$ cat src/rtl/energy_det_pkg.sv
// Shared types and helpers for the energy threshold detector.
// Optional floor tracking is enabled by defining ENERGY_DET_TRACK_EN.
package energy_det_pkg;

   typedef enum logic {CAL = 1'b0, RUN = 1'b1} det_state_e;

   localparam int EW_DEFAULT  = 30;
   localparam int TRACK_SHIFT = 4;

   // The product saturates to 2^w-1. Wide operands keep any EW up to 64 exact.
   function automatic logic [63:0] sat_mul(input logic [63:0] a,
                                           input logic [7:0]  m,
                                           input int unsigned w);
      logic [71:0] p;
      logic [71:0] lim;
      p   = {8'd0, a} * {64'd0, m};
      lim = (72'd1 << w) - 72'd1;
      return (p > lim) ? lim[63:0] : p[63:0];
   endfunction

endpackage

$ cat src/rtl/energy_threshold_detector_pulse_sync_edge.sv
// Two-flop synchroniser plus rising-edge detector for strobes from the square adder.
module pulse_sync_edge (
   input  logic clk,
   input  logic reset,
   input  logic async_in,
   output logic rise
);

   logic sync1_q, sync1_d;
   logic sync2_q, sync2_d;
   logic sync3_q, sync3_d;

   always_comb begin
      sync1_d = async_in;
      sync2_d = sync1_q;
      sync3_d = sync2_q;
   end

   always_ff @(posedge clk) begin
      if (reset) begin
         sync1_q <= 1'b0;
         sync2_q <= 1'b0;
         sync3_q <= 1'b0;
      end else begin
         sync1_q <= sync1_d;
         sync2_q <= sync2_d;
         sync3_q <= sync3_d;
      end
   end

   assign rise = sync2_q & ~sync3_q;

endmodule

$ cat src/rtl/energy_threshold_detector.sv
// Frame-energy occupancy detector: calibrates a noise floor, then decides with hysteresis.
// Define ENERGY_DET_TRACK_EN to let vacant frames slowly adapt the floor in RUN.
module energy_threshold_detector
   import energy_det_pkg::*;
#(
   parameter int EW       = EW_DEFAULT,
   parameter int CAL_LOG2 = 3,
   parameter int HI_MULT  = 4,
   parameter int LO_MULT  = 2,
   parameter int HOLD     = 2
) (
   input  logic          clk,
   input  logic          reset,
   input  logic [EW-1:0] energy_in,
   input  logic          complete_in,
   input  logic          recal,
   output logic          occupied,
   output logic          decision_valid,
   output logic          cal_done,
   output logic [EW-1:0] noise_floor,
   output logic [EW-1:0] energy_q
);

   localparam int SW  = EW + CAL_LOG2;
   localparam int CW  = CAL_LOG2 + 1;
   localparam int HCW = (HOLD < 2) ? 1 : $clog2(HOLD + 1);

   logic frame_evt;

   det_state_e    state_q, state_d;
   logic          evt_q, evt_d;
   logic [EW-1:0] energy_cap_q, energy_cap_d;
   logic [SW-1:0] sum_q, sum_d;
   logic [CW-1:0] cal_cnt_q, cal_cnt_d;
   logic [HCW-1:0] hi_cnt_q, hi_cnt_d;
   logic [HCW-1:0] lo_cnt_q, lo_cnt_d;
   logic          occupied_q, occupied_d;
   logic          dvalid_q, dvalid_d;
   logic [EW-1:0] floor_q, floor_d;
   logic [EW-1:0] thr_hi_q, thr_hi_d;
   logic [EW-1:0] thr_lo_q, thr_lo_d;

   logic [SW-1:0]  sum_next;
   logic [EW-1:0]  floor_cal;
   logic           cal_last;
   logic [HCW-1:0] hi_inc, lo_inc;

   pulse_sync_edge u_sync (
      .clk      (clk),
      .reset    (reset),
      .async_in (complete_in),
      .rise     (frame_evt)
   );

   // A frame event coinciding with recal is dropped before capture.
   always_comb begin
      evt_d        = 1'b0;
      energy_cap_d = energy_cap_q;
      if (frame_evt && !recal) begin
         evt_d        = 1'b1;
         energy_cap_d = energy_in[EW-1] ? '0 : energy_in;
      end
   end

   assign sum_next  = sum_q + SW'(energy_cap_q);
   assign cal_last  = (cal_cnt_q == CW'((1 << CAL_LOG2) - 1));
   assign floor_cal = (EW'(sum_next >> CAL_LOG2) == '0) ? EW'(1) : EW'(sum_next >> CAL_LOG2);
   assign hi_inc    = hi_cnt_q + HCW'(1);
   assign lo_inc    = lo_cnt_q + HCW'(1);

`ifdef ENERGY_DET_TRACK_EN
   logic signed [EW:0]   trk_diff;
   logic signed [EW:0]   trk_step;
   logic signed [EW+1:0] trk_sum;
   logic [EW-1:0]        floor_trk;

   always_comb begin
      trk_diff  = $signed({1'b0, energy_cap_q}) - $signed({1'b0, floor_q});
      trk_step  = trk_diff >>> TRACK_SHIFT;
      trk_sum   = $signed({trk_step[EW], trk_step}) + $signed({2'b00, floor_q});
      floor_trk = (trk_sum[EW+1] || trk_sum == '0) ? EW'(1) : trk_sum[EW-1:0];
   end
`endif

   // Next-state logic
   always_comb begin
      state_d = state_q;
      if (recal)
         state_d = CAL;
      else if (evt_q && state_q == CAL && cal_last)
         state_d = RUN;
   end

   // Datapath: calibration accumulation, hysteresis counters, floor/threshold updates
   always_comb begin
      sum_d      = sum_q;
      cal_cnt_d  = cal_cnt_q;
      hi_cnt_d   = hi_cnt_q;
      lo_cnt_d   = lo_cnt_q;
      occupied_d = occupied_q;
      dvalid_d   = 1'b0;
      floor_d    = floor_q;
      thr_hi_d   = EW'(sat_mul(64'(floor_q), 8'(HI_MULT), EW));
      thr_lo_d   = EW'(sat_mul(64'(floor_q), 8'(LO_MULT), EW));
      if (recal) begin
         sum_d     = '0;
         cal_cnt_d = '0;
         hi_cnt_d  = '0;
         lo_cnt_d  = '0;
      end else if (evt_q) begin
         if (state_q == CAL) begin
            sum_d     = sum_next;
            cal_cnt_d = cal_cnt_q + CW'(1);
            if (cal_last) begin
               floor_d   = floor_cal;
               sum_d     = '0;
               cal_cnt_d = '0;
            end
         end else begin
            dvalid_d = 1'b1;
            hi_cnt_d = '0;
            lo_cnt_d = '0;
            if (!occupied_q && energy_cap_q > thr_hi_q) begin
               hi_cnt_d = hi_inc;
               if (hi_inc >= HCW'(HOLD)) begin
                  occupied_d = 1'b1;
                  hi_cnt_d   = '0;
               end
            end else if (occupied_q && energy_cap_q < thr_lo_q) begin
               lo_cnt_d = lo_inc;
               if (lo_inc >= HCW'(HOLD)) begin
                  occupied_d = 1'b0;
                  lo_cnt_d   = '0;
               end
            end
`ifdef ENERGY_DET_TRACK_EN
            if (!occupied_q && energy_cap_q < thr_lo_q)
               floor_d = floor_trk;
`endif
         end
      end
   end

   always_ff @(posedge clk) begin
      if (reset) begin
         state_q      <= CAL;
         evt_q        <= 1'b0;
         energy_cap_q <= '0;
         sum_q        <= '0;
         cal_cnt_q    <= '0;
         hi_cnt_q     <= '0;
         lo_cnt_q     <= '0;
         occupied_q   <= 1'b0;
         dvalid_q     <= 1'b0;
         floor_q      <= '0;
         thr_hi_q     <= '0;
         thr_lo_q     <= '0;
      end else begin
         state_q      <= state_d;
         evt_q        <= evt_d;
         energy_cap_q <= energy_cap_d;
         sum_q        <= sum_d;
         cal_cnt_q    <= cal_cnt_d;
         hi_cnt_q     <= hi_cnt_d;
         lo_cnt_q     <= lo_cnt_d;
         occupied_q   <= occupied_d;
         dvalid_q     <= dvalid_d;
         floor_q      <= floor_d;
         thr_hi_q     <= thr_hi_d;
         thr_lo_q     <= thr_lo_d;
      end
   end

   // Output logic
   always_comb begin
      cal_done       = (state_q == RUN);
      occupied       = occupied_q;
      decision_valid = dvalid_q;
      noise_floor    = floor_q;
      energy_q       = energy_cap_q;
   end

endmodule

$ cat config.mk
export PLATFORM = sky130hd
export DESIGN_NAME = energy_threshold_detector
export DESIGN_NICKNAME = d
export VERILOG_FILES = /design/src/rtl/energy_det_pkg.sv /design/src/rtl/energy_threshold_detector_pulse_sync_edge.sv /design/src/rtl/energy_threshold_detector.sv
export SDC_FILE = /design/constraint.sdc
export NUM_CORES = 1
export LEC_CHECK = 0
export CAP_MARGIN = 20
export CORE_UTILIZATION = 30
export DETAILED_ROUTE_END_ITERATION = 10
export DONT_BUFFER_PORTS = 1
export GPL_TIMING_DRIVEN = 0
export HOLD_SLACK_MARGIN = 0.1
export SKIP_LAST_GASP = 1
export SLEW_MARGIN = 20
export SYNTH_ARGS = -nofsm -noshare
export SYNTH_HDL_FRONTEND = slang
export SYNTH_HIERARCHICAL = 1
export SYNTH_SLANG_ARGS = --single-unit
$ cat constraint.sdc
create_clock -name clk -period 9 [get_ports clk]
set_clock_uncertainty 0.15 [all_clocks]
set_input_delay 0.45 -clock clk [delete_from_list [all_inputs] [get_ports clk]]
set_output_delay 0.45 -clock clk [all_outputs]
set_load 0.005 [all_outputs]
==> implementation parameters, run 1 <==
Parameter                              Value

Drt
  Post-detailed-route wirelength per cell    between 15 and 20 um
  Post-Route WL    between 20 and 30 mm
  Total via count after detailed routing    7577
  Count of nets left with antenna violations after detail routing    0
  Remaining DRCs    0
  First-pass iteration count of the detailed router    5
  Per-cell via count in the routed design    about 5.1
  Initial DRC Count    443

Timing
  Top achievable clock speed    about 0.27 GHz
  Transition time of the tightest slew-check pin    1.02 ns
  Number of slew-limit violations in the final report    0
  Setup violation total in the final timing report    0
  RSZ-0062 raised after global routing    false
  Total count of hold-check failures in the final report    0
  Min Hold Slack    0.157 ns
  Tmin final    3.76 ns
  Tightest slew margin relative to the limit    0.317
  Final sum of negative setup slack    0 ns
  Part of the cycle the worst path needs    0.417

Clocking
  Number of clock buffers inserted by TritonCTS    17
  Number of sinks driven by the clock tree    165
  Buffer type at the clock tree root    clkbuf_16
  Number of H-tree levels    4
  Setup Fix Bufs, Post-CTS    0
  Worst-case clock buffer depth    2
  Clock latency on the worst-skew pair    0.44 ns
  Clock transition at the registers of the reported paths    0.07 ns
  TritonCTS clock tree    built

Critical path
  Reg2reg end    noise_floor[0]$_SDFFE_PP0P_
  Worst setup EP type    flip-flop
  Critical Path Source    energy_q[0]$_SDFFE_PP0P_
  Endpoint of the most critical setup path    noise_floor[0]$_SDFFE_PP0P_
  CP arrival    3.98 ns
  Largest fanout on the critical path    5
  Flop2flop setup slack    5.24 ns
  Reg-to-reg critical path startpoint    energy_q[0]$_SDFFE_PP0P_
  Kind of critical path    flip-flop to flip-flop
  Length in cells of the worst reg-to-reg path    11
  Crit path launch type    flip-flop
  Worst Path Required    around 9 ns

Yosys
  Gate count after technology mapping    1050
  Syn. warnings    6
  Simple-gate share of the synthesized area    0.169
  Parity-gate share of the synthesized area counting xor and xnor cells    0.0218
  Compound-Gate Fraction of Synth Area    0.229
  Primary flip-flop cell chosen by synthesis mapping    dfxtp_1
  Register area share after synthesis    0.377
  Synth unique cells    70
  Leading area contributor after synthesis    dfxtp_1
  Cell area after technology mapping    0.00876 mm^2
  Portion of synthesized cell area occupied by the leading cell type    0.377
  EDFF count, synth    0
  Number of nets produced by synthesis    roughly 1200
  Mux cell area share after synthesis    0.00228
  Synthesis-stage register bit count    165
  Combinational family with the most area after synthesis    compound AO/OA/AOI/OAI gates
  Async set-or-reset flop fraction in the synthesized netlist    0
  Adder-cell share of the synthesized area    0.129
  Mean post-synth cell area    between 8 and 9 um^2
  Biggest area contributors in the synthesized netlist    dfxtp_1 (38%), ha_1 (13%), nor2_1 (6.0%)

Global routing
  Global routing usage summed across all routing layers    0.176
  Grt ovf    0
  Wire length of the first global-routing pass    40.7 mm
  Largest net degree at the start of global routing    17
  Number of global-route vias before repair    7353
  Initial antenna violation count    0

Power and ir drop
  Power density over cell area    between 100 and 150 mW/mm^2
  Leakage Power    3.99 nW
  Total chip power    0.00149 W
  Worst-case vdd ir drop    between 0.1 and 0.15 mV

Placed design
  Placer Congestion    0.885
  Post-detailed-placement cell area    just over 0.009 mm^2
  Port-buffer cells    0
  Dpl hpwl    19.6 mm

Status
  Outcome    complete, no violations

Layout
  Core Util, Final    0.352
  Layout net count    roughly 1200
  Antenna Diode Count    0
  Synthesis-to-layout area growth    15.4%
  Fraction of final layout cells sized beyond drive strength 1    0.0494
  Total non-filler cell area in the finished layout    0.0101 mm^2

Die
  Vertical extent of the die    173 um
  Die Outline Area    0.0299 mm^2
  Initial core utilization    0.305
  Area inside the core boundary    0.0287 mm^2
  Die Width    173 um
  I/O pin cnt    97
  Row count    62

Hold path
  Path class of the lowest-slack min-delay path    primary input to flip-flop

Run
  MaxCap Viol Count    0
-- synthesized netlist by cell type (5+ instances only) --
| library cell | number |
|---|---|
| dfxtp_1 | 165 |
| nor2_1 | 141 |
| inv_1 | 101 |
| ha_1 | 89 |
| nand2_1 | 80 |
| a21oi_1 | 72 |
| o21ai_0 | 50 |
| clkbuf_1 | 46 |
| a21o_1 | 41 |
| a22o_1 | 28 |
| a22oi_1 | 28 |
| nand4_1 | 19 |
| a211oi_1 | 15 |
| nor2b_1 | 11 |
| xor2_1 | 11 |
| nor3_1 | 10 |
| xnor2_1 | 9 |
| and2_1 | 6 |
| nor4_1 | 6 |
| o211ai_1 | 6 |
| or3_1 | 6 |
| and3_1 | 5 |
| nand2b_1 | 5 |
| nand3_1 | 5 |
| o21a_1 | 5 |
| o21ai_1 | 5 |
-- worst max-delay path, cell delays in order (launching register included) --
cell and delay (ns):
dfxtp_1 0.44, ha_1 0.22, inv_1 0.06, fa_1 0.37, nand2b_1 0.21, a211oi_2 0.32
o211ai_1 0.23, a31o_2 0.29, a211oi_1 0.50, nor3_1 0.18, or4b_1 0.58, o21ai_1 0.15
-- registers in the layout, summed over array words and instances, names as in the netlist --
signal	flops
evt_q	1
occupied	1
hi_cnt_q	2
thr_hi_q	29
cal_done	1
u_sync/sync3_q	1
sum_q	33
energy_q	29
noise_floor	30
u_sync/sync2_q	1
cal_cnt_q	4
u_sync/sync1_q	1
lo_cnt_q	2
thr_lo_q	29
decision_valid	1
-- cell families (layout without fill, tap and decap cells) --
group           Yosys count  in the layout
buf+inv                 157            221
mux                       2              2
xor+xnor                 21             21
other cells               1              1
compound gates          293            293
simple gates            321            321
fa+ha+maj                90             90
flops                   165            165
-- stage by stage --
| stage | setup WS, ns | instances |
|---|---|---|
| floorplan | 5.87 | 1050 |
| global placement | 5.33 | 1434 |
| detailed placement | 5.29 | 1434 |
| CTS | 5.27 | 1498 |
| global route | 5.04 | 1498 |
| finish | 5.24 | 1498 |
-- area by class of cell --
class | instances | area (um^2)
buffer | 56 | 243
clock inverter | 13 | 100
tap | 384 | 480
multi-input combinational | 728 | 4840
timing repair buffer | 32 | 320
clock buffer | 19 | 443
fill | 3009 | 18600
sequential | 165 | 3300
inverter | 101 | 379
-- worst min path at each step --
stage                         startpoint                        end  slack, ns  depth (start not counted)
2_1_floorplan  u_sync/sync1_q$_SDFF_PP0_  u_sync/sync2_q$_SDFF_PP0_       0.26                          1
3_3_place_gp    lo_cnt_q[0]$_SDFFE_PP0P_   lo_cnt_q[0]$_SDFFE_PP0P_       0.29                          2
3_5_place_dp   u_sync/sync1_q$_SDFF_PP0_  u_sync/sync2_q$_SDFF_PP0_       0.30                          1
4_1_cts                            recal      occupied$_SDFFE_PP0P_       0.15                          4
5_1_grt                            recal      occupied$_SDFFE_PP0P_       0.18                          4
6_report                           recal      occupied$_SDFFE_PP0P_       0.16                          4
-- metal layers --
layer	track usage	up-vias	part of all wire
li1	-	3773	-
met2	0.297	156	0.47
met5	0	-	0
met1	0.225	3620	0.47
met3	0.0341	28	0.046
met4	0.0575	0	0.019
-- layout by cell type, fill, tap and decap left out, types with 6 or more instances in the layout --
cell type        n
a22oi_1         28
dlygate4sd3_1   32
clkbuf_16       17
nor4_1           6
nor3_1          10
nand4_1         19
a211oi_1        15
nor2_1         141
xor2_1          11
nand2_1         80
xnor2_1          9
a21o_1          41
ha_1            89
clkbuf_1        47
and2_1           6
o21ai_0         50
o211ai_1         6
nor2b_1         11
a21oi_1         71
dfxtp_1        165
or3_1            6
inv_1          101
a22o_1          28
-- power breakdown --
group / internal [W] / switching [W]
registers: 0.000732 / 0.00000374
clock network: 0.000363 / 0.000321
logic: 0.0000265 / 0.0000454
total: 0.00112 / 0.000370
-- what timing repair did --
item                                   CTS  global route
hold buffers                            32             0
endpoints found under the hold margin   35             0
gates resized for setup                  0             0
(Power assumes the default switching activity.)
==> inputs of run 2 (changes only) <==
--- a/config.mk
+++ b/config.mk
@@ -5,6 +5,7 @@
 export SDC_FILE = /design/constraint.sdc
 export NUM_CORES = 1
 export LEC_CHECK = 0
+export ABC_AREA = 1
 export CAP_MARGIN = 20
 export CORE_UTILIZATION = 30
 export DETAILED_ROUTE_END_ITERATION = 10
==> constraint.sdc (replaced) <==
create_clock -name clk -period 3.6 [get_ports clk]
set_clock_uncertainty 0.15 [all_clocks]
set_input_delay 0.18 -clock clk [delete_from_list [all_inputs] [get_ports clk]]
set_output_delay 0.18 -clock clk [all_outputs]
set_load 0.005 [all_outputs]
==> run 2 against run 1 <==
The flow now finishes with violations (design-rule violations). Cell area rose by 7.7%. Register-to-register slack worse by 4.8 ns. Maximum frequency up 19%. Non-clock buffer count shrank 16. Worst setup slack worse by 4.8 ns. Total power increased to 2.6 times the previous value. Combinational power is 140% higher. Largest power group is now the clock network.
==> implementation parameters, run 2 <==
Parameter                              Value

Status
  Outcome    finished with violations
  Violations in the final reports    design-rule violations

Die
  Vertical extent of the die    180 um (+3.9%)
  Die Outline Area    0.0323 mm^2 (+8.1%)
  Initial core utilization    0.307 (+0.00211)
  Die Width    180 um (+3.9%)
  Row count    64 (+3.2%)
  Area inside the core boundary    0.0308 mm^2 (+7.4%)
  I/O pin cnt    97 (unchanged)

Yosys
  Register area share after synthesis    0.348 (-0.0284)
  Biggest area contributors in the synthesized netlist    dfxtp_1 (35%), nand2_1 (16%), ha_1 (12%)
  Gate count after technology mapping    1398 (+33%)
  Number of nets produced by synthesis    1522 (+30%)
  Mean post-synth cell area    6.78 um^2 (-19%)
  Cell with the most instances after synthesis    nand2_1
  Primary flip-flop cell chosen by synthesis mapping    dfxtp_1
  Async set-or-reset flop fraction in the synthesized netlist    0 (unchanged)
  Syn. warnings    6 (unchanged)
  Leading area contributor after synthesis    dfxtp_1
  Cell area after technology mapping    0.00948 mm^2 (+8.2%)
  EDFF count, synth    0 (unchanged)
  Portion of synthesized cell area occupied by the leading cell type    0.348 (-0.0284)
  Synth unique cells    44 (-37%)
  Synthesis-stage register bit count    165 (unchanged)
  Synth top cells by count    nand2_1 (413), inv_1 (233), dfxtp_1 (165)

Drt
  Initial DRC Count    644 (+45%)
  Per-cell via count in the routed design    4.80 (-5.0%)
  Count of nets left with antenna violations after detail routing    0 (unchanged)
  First-pass iteration count of the detailed router    10 (+5)
  Post-Route WL    30.5 mm (+18%)
  Post-detailed-route wirelength per cell    16.4 um (-4.7%)
  Total via count after detailed routing    8927 (+18%)
  Remaining DRCs    6 (+6)

Timing
  Number of slew-limit violations in the final report    0 (unchanged)
  Tightest slew margin relative to the limit    0.419 (+0.102)
  Transition time of the tightest slew-check pin    0.872 ns (-0.144 ns)
  Min Hold Slack    0.135 ns (-0.0221 ns)
  Tmin final    3.15 ns (-0.601 ns)
  RSZ-0062 raised after global routing    false
  Top achievable clock speed    0.317 GHz (+19%)
  Final sum of negative setup slack    0 ns (unchanged)
  Total count of hold-check failures in the final report    0 (unchanged)
  Part of the cycle the worst path needs    0.876 (+0.459)
  Setup violation total in the final timing report    0 (unchanged)

Critical path
  Worst setup EP type    flip-flop
  Reg-to-reg critical path startpoint    energy_q[0]$_SDFFE_PP0P_
  Reg2reg end    noise_floor[0]$_SDFFE_PP0P_
  Worst Path Required    3.82 ns (-5.41 ns)
  Largest fanout on the critical path    5 (unchanged)
  Crit path launch type    flip-flop
  CP arrival    3.37 ns (-0.61 ns)
  Kind of critical path    flip-flop to flip-flop
  Flop2flop setup slack    0.45 ns (-4.80 ns)
  Length in cells of the worst reg-to-reg path    16 (+5)

Clocking
  Buffer type at the clock tree root    clkbuf_16
  Clock transition at the registers of the reported paths    0.08 ns (about the same)
  Clock latency on the worst-skew pair    0.44 ns (about the same)
  Number of clock buffers inserted by TritonCTS    17 (unchanged)
  Worst-case clock buffer depth    2 (unchanged)
  Setup Fix Bufs, Post-CTS    0 (unchanged)
  TritonCTS clock tree    built
  Post-cts sizing count    0 (unchanged)
  Number of H-tree levels    4 (unchanged)
  Hold Buf Count CTS    32 (unchanged)
  Number of sinks driven by the clock tree    165 (unchanged)

Global routing
  Largest net degree at the start of global routing    17 (unchanged)
  Number of global-route vias before repair    8489 (+15%)
  Grt ovf    0 (unchanged)
  Initial antenna violation count    0 (unchanged)
  Global routing usage summed across all routing layers    0.191 (+0.0150)
  Wire length of the first global-routing pass    47.3 mm (+16%)

Placed design
  Post-detailed-placement cell area    0.00997 mm^2 (+7.8%)
  Dpl hpwl    24.4 mm (+25%)
  Number of instances in the placed design    1794 (+25%)
  Placer Congestion    0.936 (+5.8%)
  Port-buffer cells    0 (unchanged)

Hold path
  Hold Path Origin    energy_in[29]
  Path class of the lowest-slack min-delay path    primary input to flip-flop
  Hold Path Depth    4 (unchanged)
  Worst hold endpoint    energy_q[10]$_SDFFE_PP0P_

Layout
  Synthesis-to-layout area growth    14.9%
  Most common library cell in the layout ignoring fill and taps    nand2_1
  Layout net count    1573 (+28%)
  Total non-filler cell area in the finished layout    0.0109 mm^2 (+7.7%)
  Fraction of final layout cells sized beyond drive strength 1    0.0711 (+0.0218)
  Most frequent cells in the layout    nand2_1 (413), inv_1 (233), dfxtp_1 (165), a21oi_1 (125), nand3_1 (102)
  Top register by number of flip-flops    sum_q
  Antenna Diode Count    0 (unchanged)
  Core Util, Final    0.353 (+0.000977)
  Flip-flop count of the largest register, all copies and words added    33 (unchanged)
  Final cell count without fillers    1858 (+24%)

Power and ir drop
  Power density over cell area    358 mW/mm^2 (+140%)
  Worst-case vdd ir drop    0.334 mV (+170%)
  Leakage Power    5.15 nW (+29%)

Run
  MaxCap Viol Count    0 (unchanged)
[run 2: cell types whose count changed after synthesis, sizes merged, moves of 9 or more]
cell	delta
nand2	+354
inv	+141
a22o	-28
nand3	+105
a21o	-41
clkbuf	-15
nor2b	-12
o21ai	-27
nor2	-70
or2	+10
a22oi	-27
a21oi	+54
a211oi	-19
xnor2	-9
[run 2: area by class of cell]
cell class | instances | area [um^2]
multi-input combinational | 945 | 5080
fill | 3275 | 19900
buffer | 40 | 160
sequential | 165 | 3300
timing repair buffer | 32 | 320
inverter | 248 | 931
clock inverter | 13 | 144
clock buffer | 19 | 453
tap | 396 | 495
[run 2: worst max path at each step]
stage                             endpoint                     start  slack (ns)  cells after the start
2_1_floorplan  noise_floor[0]$_SDFFE_PP0P_  energy_q[0]$_SDFFE_PP0P_        1.33                     16
3_3_place_gp   noise_floor[0]$_SDFFE_PP0P_  energy_q[0]$_SDFFE_PP0P_        0.55                     16
3_5_place_dp   noise_floor[0]$_SDFFE_PP0P_  energy_q[0]$_SDFFE_PP0P_        0.54                     16
4_1_cts        noise_floor[0]$_SDFFE_PP0P_  energy_q[0]$_SDFFE_PP0P_        0.51                     16
5_1_grt        noise_floor[0]$_SDFFE_PP0P_  energy_q[0]$_SDFFE_PP0P_        0.29                     16
6_report       noise_floor[0]$_SDFFE_PP0P_  energy_q[0]$_SDFFE_PP0P_        0.45                     16
[run 2: kinds of logic (layout without fill, tap and decap cells)]
group	Yosys count	after routing	share of synthesized area
other	1	1	0.000396
AND/OR/NAND/NOR	663	663	0.305
adder cells (fa/ha/maj)	90	90	0.120
buffers and inverters	288	352	0.115
XOR/XNOR	8	8	0.00739
flip-flops	165	165	0.348
AO/OA/AOI/OAI	183	183	0.104
[run 2: power breakdown]
part	total, W	internal (W)	leakage, nW	switching, W
combinational	0.000175	0.0000622	3.53	0.000113
clock	0.00188	0.00107	0.288	0.000813
sequential	0.00184	0.00183	1.33	0.0000125
[run 2: per-stage QoR]
step,total power [W],setup WS [ns]
finish,0.00390,0.445
global route,0.00401,0.289
CTS,0.00392,0.506
detailed placement,0.00203,0.542
global placement,0.00203,0.552
floorplan,0.00197,1.33
[run 2: routing by layer]
layer	global-route usage	vias up	share of wire	wire [um]
li1	-	4532	-	-
met5	0	-	0	0
met3	0.0253	67	0.050	1520
met1	0.230	4094	0.43	13000
met2	0.329	234	0.48	14600
met4	0.104	0	0.046	1390
[run 2: worst max-delay path, stage by stage (launching register included)]
cell	delay [ns]
dfxtp_1	0.46
ha_1	0.28
inv_1	0.08
fa_1	0.35
inv_1	0.17
nand3_1	0.09
nand3_1	0.16
nand3_1	0.12
nand3_1	0.20
nand2_1	0.10
nand2_1	0.15
nand2_1	0.08
nor2_1	0.15
nand3_1	0.09
nor2_1	0.12
nand3_1	0.18
a21oi_2	0.15
